### src/rtl/gpu_pkg.sv
// Shared encodings and default widths for the core scheduler, fetcher and decoder.
package gpu_pkg;

  localparam int PROGRAM_MEM_ADDR_BITS_DEF = 8;
  localparam int PROGRAM_MEM_DATA_BITS_DEF = 16;
  localparam int STALL_CNT_BITS_DEF        = 16;

  typedef enum logic [2:0] {
    CORE_IDLE    = 3'b000,
    CORE_FETCH   = 3'b001,
    CORE_DECODE  = 3'b010,
    CORE_REQUEST = 3'b011,
    CORE_WAIT    = 3'b100,
    CORE_EXECUTE = 3'b101,
    CORE_UPDATE  = 3'b110,
    CORE_DONE    = 3'b111
  } core_state_t;

  typedef enum logic [2:0] {
    FETCHER_IDLE     = 3'b000,
    FETCHER_FETCHING = 3'b001,
    FETCHER_FETCHED  = 3'b010
  } fetcher_state_t;

endpackage

### src/rtl/instr_fetch_unit_if.sv
// Program-memory read channel between the fetcher (master) and the memory controller (slave).
// Handshake: valid rises with a stable address and stays high, address unchanged, until the
// first cycle ready=1; data is taken on that cycle and valid drops the cycle after.
interface instr_fetch_unit_if #(
  parameter int ADDR_BITS = 8,
  parameter int DATA_BITS = 16
);
  logic                 mem_read_valid;
  logic [ADDR_BITS-1:0] mem_read_address;
  logic                 mem_read_ready;
  logic [DATA_BITS-1:0] mem_read_data;

  modport master (
    output mem_read_valid,
    output mem_read_address,
    input  mem_read_ready,
    input  mem_read_data
  );

  modport slave (
    input  mem_read_valid,
    input  mem_read_address,
    output mem_read_ready,
    output mem_read_data
  );
endinterface

### src/rtl/fetch_line_buffer.sv
// One-entry fetch line buffer: last fetched address (tag), instruction word and valid bit.
module fetch_line_buffer #(
  parameter int ADDR_BITS = 8,
  parameter int DATA_BITS = 16
) (
  input  logic                 clk,
  input  logic                 reset,
  input  logic                 fill_en,
  input  logic [ADDR_BITS-1:0] fill_addr,
  input  logic [DATA_BITS-1:0] fill_data,
  input  logic [ADDR_BITS-1:0] lookup_addr,
  output logic                 hit,
  output logic [DATA_BITS-1:0] hit_data
);
  logic                 valid_q;
  logic [ADDR_BITS-1:0] tag_q;
  logic [DATA_BITS-1:0] data_q;

  always_ff @(posedge clk) begin
    if (reset) begin
      valid_q <= 1'b0;
      tag_q   <= '0;
      data_q  <= '0;
    end else if (fill_en) begin
      valid_q <= 1'b1;
      tag_q   <= fill_addr;
      data_q  <= fill_data;
    end
  end

  assign hit      = valid_q && (tag_q == lookup_addr);
  assign hit_data = data_q;
endmodule

### src/rtl/instr_fetch_unit.sv
// Per-core instruction fetcher: latches current_pc on FETCH, reads program memory, holds the
// word for DECODE. Optional FETCH_LINE_BUFFER_EN adds a one-entry buffer that skips repeat reads.
module instr_fetch_unit
  import gpu_pkg::*;
#(
  parameter int PROGRAM_MEM_ADDR_BITS = PROGRAM_MEM_ADDR_BITS_DEF,
  parameter int PROGRAM_MEM_DATA_BITS = PROGRAM_MEM_DATA_BITS_DEF,
  parameter int STALL_CNT_BITS        = STALL_CNT_BITS_DEF
) (
  input  logic                             clk,
  input  logic                             reset,
  input  logic [2:0]                       core_state,
  input  logic [PROGRAM_MEM_ADDR_BITS-1:0] current_pc,
  instr_fetch_unit_if.master               mem,
  output logic [2:0]                       fetcher_state,
  output logic [PROGRAM_MEM_DATA_BITS-1:0] instruction,
  output logic [STALL_CNT_BITS-1:0]        stall_cycles
);
  fetcher_state_t                   state_q, state_d;
  logic                             valid_q, valid_d;
  logic [PROGRAM_MEM_ADDR_BITS-1:0] addr_q, addr_d;
  logic [PROGRAM_MEM_DATA_BITS-1:0] instr_q, instr_d;
  logic [STALL_CNT_BITS-1:0]        stall_q, stall_d;

`ifdef FETCH_LINE_BUFFER_EN
  logic                             buf_hit;
  logic [PROGRAM_MEM_DATA_BITS-1:0] buf_data;

  fetch_line_buffer #(
    .ADDR_BITS(PROGRAM_MEM_ADDR_BITS),
    .DATA_BITS(PROGRAM_MEM_DATA_BITS)
  ) u_line_buffer (
    .clk        (clk),
    .reset      (reset),
    .fill_en    ((state_q == FETCHER_FETCHING) && mem.mem_read_ready),
    .fill_addr  (addr_q),
    .fill_data  (mem.mem_read_data),
    .lookup_addr(current_pc),
    .hit        (buf_hit),
    .hit_data   (buf_data)
  );
`endif

  always_ff @(posedge clk) begin
    if (reset) begin
      state_q <= FETCHER_IDLE;
      valid_q <= 1'b0;
      addr_q  <= '0;
      instr_q <= '0;
      stall_q <= '0;
    end else begin
      state_q <= state_d;
      valid_q <= valid_d;
      addr_q  <= addr_d;
      instr_q <= instr_d;
      stall_q <= stall_d;
    end
  end

  always_comb begin
    state_d = state_q;
    valid_d = valid_q;
    addr_d  = addr_q;
    instr_d = instr_q;
    stall_d = stall_q;
    case (state_q)
      FETCHER_IDLE: begin
        if (core_state == CORE_FETCH) begin
`ifdef FETCH_LINE_BUFFER_EN
          if (buf_hit) begin
            state_d = FETCHER_FETCHED;
            instr_d = buf_data;
          end else begin
            state_d = FETCHER_FETCHING;
            valid_d = 1'b1;
            addr_d  = current_pc;
          end
`else
          state_d = FETCHER_FETCHING;
          valid_d = 1'b1;
          addr_d  = current_pc;
`endif
        end
      end
      // The request always completes once issued, whatever core_state does meanwhile.
      FETCHER_FETCHING: begin
        if (mem.mem_read_ready) begin
          state_d = FETCHER_FETCHED;
          valid_d = 1'b0;
          instr_d = mem.mem_read_data;
        end else if (stall_q != {STALL_CNT_BITS{1'b1}}) begin
          stall_d = stall_q + 1'b1;
        end
      end
      FETCHER_FETCHED: begin
        if (core_state == CORE_DECODE) state_d = FETCHER_IDLE;
      end
      default: state_d = FETCHER_IDLE;
    endcase
  end

  assign mem.mem_read_valid   = valid_q;
  assign mem.mem_read_address = addr_q;
  assign fetcher_state        = state_q;
  assign instruction          = instr_q;
  assign stall_cycles         = stall_q;
endmodule

### src/flat_wrapper.sv
// flat-port wrapper written by rule: the top's interface ports become plain ports
module instr_fetch_unit_flat import gpu_pkg::*;
#(
  parameter int PROGRAM_MEM_ADDR_BITS = PROGRAM_MEM_ADDR_BITS_DEF,
  parameter int PROGRAM_MEM_DATA_BITS = PROGRAM_MEM_DATA_BITS_DEF,
  parameter int STALL_CNT_BITS        = STALL_CNT_BITS_DEF
)
  (clk, reset, core_state, current_pc, fetcher_state, instruction, stall_cycles, mem_mem_read_valid, mem_mem_read_address, mem_mem_read_ready, mem_mem_read_data);
  instr_fetch_unit_if #(.ADDR_BITS(8), .DATA_BITS(16)) mem_i ();
  input  logic clk;
  input  logic reset;
  input  logic [2:0] core_state;
  input  logic [PROGRAM_MEM_ADDR_BITS-1:0] current_pc;
  output logic [2:0] fetcher_state;
  output logic [PROGRAM_MEM_DATA_BITS-1:0] instruction;
  output logic [STALL_CNT_BITS-1:0] stall_cycles;
  output wire logic [$bits(mem_i.mem_read_valid)-1:0] mem_mem_read_valid;
  output wire logic [$bits(mem_i.mem_read_address)-1:0] mem_mem_read_address;
  input wire logic [$bits(mem_i.mem_read_ready)-1:0] mem_mem_read_ready;
  input wire logic [$bits(mem_i.mem_read_data)-1:0] mem_mem_read_data;
  assign mem_mem_read_valid = mem_i.mem_read_valid;
  assign mem_mem_read_address = mem_i.mem_read_address;
  assign mem_i.mem_read_ready = mem_mem_read_ready;
  assign mem_i.mem_read_data = mem_mem_read_data;
  instr_fetch_unit #(.PROGRAM_MEM_ADDR_BITS(PROGRAM_MEM_ADDR_BITS), .PROGRAM_MEM_DATA_BITS(PROGRAM_MEM_DATA_BITS), .STALL_CNT_BITS(STALL_CNT_BITS)) u_core (.clk(clk), .reset(reset), .core_state(core_state), .current_pc(current_pc), .mem(mem_i), .fetcher_state(fetcher_state), .instruction(instruction), .stall_cycles(stall_cycles));
endmodule
### config.mk
export PLATFORM = sky130hd
export DESIGN_NAME = instr_fetch_unit_flat
export DESIGN_NICKNAME = d
export VERILOG_FILES = /design/src/rtl/gpu_pkg.sv /design/src/rtl/instr_fetch_unit_if.sv /design/src/rtl/fetch_line_buffer.sv /design/src/rtl/instr_fetch_unit.sv /design/src/flat_wrapper.sv
export SDC_FILE = /design/constraint.sdc
export NUM_CORES = 1
export LEC_CHECK = 0
export BUFFER_PORTS_ARGS = -buffer_cell sky130_fd_sc_hd__buf_2
export CORE_MARGIN = 3
export CORE_UTILIZATION = 50
export CTS_BUF_LIST = sky130_fd_sc_hd__clkbuf_16
export DETAILED_ROUTE_END_ITERATION = 6
export PLACE_DENSITY = 0.83
export SYNTH_ARGS = -nofsm -noshare
export SYNTH_HDL_FRONTEND = slang
export SYNTH_HIERARCHICAL = 1
export SYNTH_SLANG_ARGS = --single-unit
### constraint.sdc
create_clock -name clk -period 5.35 [get_ports clk]
set_input_delay 0.535 -clock clk [delete_from_list [all_inputs] [get_ports clk]]
set_output_delay 0.535 -clock clk [all_outputs]
set_load 0.05 [all_outputs]
==> impl_metrics.tcl <==
set metrics [dict create \
    p_int_w 0.000560 \
    fin_ws_ns 3.02 \
    regToRegEndpoint "u_core/stall_cycles[1]" \
    yosysSeqAreaShare 0.489 \
    vias 1759 \
    synthCells 206 \
    core-area_mm2 0.00320 \
    antenna_found_initial 0 \
    dp_cells 311 \
    routedWlPerCell_um 13.6 \
    syn_to_final_growth_pct 31.2 \
    drc 0 \
    p_clk_frac 0.466 \
    root_buffer "clkbuf_16" \
    max_slew_margin 0.197 \
    ctsResizeCount 0 \
    reg2reg_depth 5 \
    reg2reg_slack_ns 3.02 \
    cp-start-kind "flop" \
    critical_path_arrival_ns 2.47 \
    min_to "u_core/instruction[2]" \
    netlist_area_mm2 0.00176 \
    h-tree-depth 2 \
    ys_warn_count 6 \
    period_share 0.436 \
    crit_type "flop to flop" \
    insertedDiodeCount 0 \
    routabilityCongestion 0.811 \
    drt_first_pass_iters 4 \
    grt_use_total 0.210 \
    ys_ff_latch 43 \
    hold_viol 0 \
    skew_ns 0.00364 \
    p_sw_frac 0.222 \
    tritoncts "built" \
    post_cts.repair.setup_buffers 0 \
    hold_start "u_core/instruction[2]" \
    via_per_inst 5.51 \
    whs_path_depth 2 \
    drv_slew 0 \
    grt_max_degree 45 \
    p_per_area_mw_per_mm2 312 \
    hold_path.class "flop to flop" \
    status "completed" \
    tightestPinTransition_ns 1.19 \
    preCtsSetupSlack_ns 2.99 \
    setup_violations 0 \
    finalCriticalPeriod_ns 2.33 \
    ctsHoldBuffers 0 \
    drive_gt1_frac 0.309 \
    design.die.area_mm2 0.00427 \
    die_h_um 65.3 \
    grt_pass1_wl_mm 6.91 \
    p_seq_frac 0.456 \
    dr.first_iter.drc_count 89 \
    required_ns 5.49 \
    max_freq_mhz 429 \
    fp-row-count 20 \
    path_clk_slew_ns 0.06 \
    dp_hpwl_mm 2.95 \
    synth_area_per_cell_um2 8.54 \
    initial_core_util 0.549 \
    die_w_um 65.3 \
    fin_tns_setup_ns 0 \
    drt_wl_total_mm 4.34 \
    rsz0062_at_grt "false" \
    syn-num-nets 237 \
    worstReg2RegStart "u_core/stall_cycles[0]" \
    nets 305 \
    cts_made_buffers 5 \
    stdcell_count 319 \
    clock-sinks 43 \
    clock_latency_ns 0.28 \
    antenna_left 0 \
    p_total_w 0.000720 \
    yosysTopAreaCell "dfxtp_1" \
    power_switching_w 0.000160 \
    power_leakage_nw 0.966 \
    combPwrFrac 0.077 \
    portBuffers 72 \
    yosys.area.top_type_share 0.489 \
    ios 74 \
    finalHoldWorstSlack_ns 0.448 \
    cp-end-kind "flop" \
    cp_max_fo 16 \
    drv_cap 0 \
    grt_pass1_vias 1568 \
    synthTopCellsByArea "dfxtp_1, a21oi_1, nand2_1, mux2i_1, or4_1" \
    ys_types 36 \
    irDropWorstVdd_v 0.000198 \
    clock_path_buffers 2 \
    grt_overflow 0 \
]
==> synth_stat cells (all sizes together) <==
cell type and n:
or2 1, ha 1, or3 6, and4 1, nor4 3, mux2i 9, and3b 1, conb 1
or3b 1, or4 9, inv 2, a21oi 31, nor2b 1, o31ai 7, nor2 14, nor3b 1
and3 1, o21ai 6, nand4 5, nand3 5, o21ba 1, buf 4, xor2 1, clkbuf 8
nand2b 2, dfxtp 43, nor3 1, nand2 36, mux2 1, nand3b 1, o41ai 1, o211ai 1
==> layout by cell type (no fill, tap or decap), types with 2 or more instances in the layout <==
cell type / Yosys / layout
o31ai_1: 7 / 7
or3_1: 6 / 6
nand2b_1: 2 / 2
mux2i_1: 9 / 9
a21oi_1: 31 / 31
nor4_1: 3 / 2
clkbuf_16: 0 / 5
nor2_1: 14 / 14
dfxtp_1: 43 / 43
or4_1: 8 / 8
inv_1: 2 / 2
nand3_1: 5 / 5
nand2_1: 36 / 36
o21ai_0: 4 / 4
nand4_1: 5 / 5
buf_2: 2 / 72
o21ai_1: 2 / 2
==> cell families (layout without fill, tap and decap cells) <==
logic type      Yosys count  in the layout  synth area share
fa+ha+maj                 1              1           0.00711
buf+inv                  14             83            0.0334
flops                    43             43             0.489
xor+xnor                  1              1           0.00498
simple gates             89             89             0.255
mux                      10             10            0.0576
compound gates           47             47             0.150
other cells               1              1           0.00213
==> worst max path at each step <==
stage / start / depth (start not counted) / to
after floorplan: u_core/stall_cycles[0] / 6 / u_core/stall_cycles[1]
after global placement: mem_mem_read_ready / 5 / u_core/stall_cycles[13]
after detailed placement: mem_mem_read_ready / 5 / u_core/stall_cycles[13]
after CTS: u_core/stall_cycles[0] / 5 / u_core/stall_cycles[1]
after global routing: u_core/stall_cycles[0] / 5 / u_core/stall_cycles[2]
final: u_core/stall_cycles[0] / 5 / u_core/stall_cycles[1]
==> power groups by stage <==
stage / logic, W / registers [W] / clock network [W]
floorplan: 0.0000189 / 0.000353 / 0
global placement: 0.0000546 / 0.000335 / 0
detailed placement: 0.0000554 / 0.000336 / 0
CTS: 0.0000556 / 0.000329 / 0.000343
global route: 0.0000598 / 0.000329 / 0.000353
finish: 0.0000556 / 0.000329 / 0.000336
==> final cells by class <==
cell class                 instances  area, µm²
clock buffer                       5        125
clock inverter                     3       38.8
fill                             298        895
inverter                           2       7.51
multi-input combinational        149        853
sequential                        43        861
tap                               44       55.1
timing repair buffer              73        368
==> state kept, by name, indices dropped and copies added (netlist names) <==
register	count
u_core/mem.mem_read_valid	1
u_core/instruction	16
u_core/mem.mem_read_address	8
u_core/fetcher_state	2
u_core/stall_cycles	16
==> routing by layer <==
| metal | global-route usage | vias up | routed length, µm |
|---|---|---|---|
| met5 | 0 | - | 0 |
| met4 | 0.117 | 0 | 127 |
| met3 | 0.0752 | 16 | 368 |
| met2 | 0.330 | 78 | 2010 |
| met1 | 0.246 | 800 | 1830 |
| li1 | - | 865 | - |
==> worst max-delay path, stage by stage (launching register included) <==
cell and delay (ns):
dfxtp_1 0.40, ha_1 0.21, nand3_1 0.20, o41ai_2 1.06, mux2i_1 0.28, nor2_1 0.05
==> stage by stage <==
step	area, µm²	utilization
2_1_floorplan	1760	-
3_3_place_gp	2140	0.670
3_5_place_dp	2140	0.670
4_1_cts	2310	0.721
5_1_grt	2310	0.721
6_report	2310	0.721
Note: power is estimated with default switching activity, not from simulation.
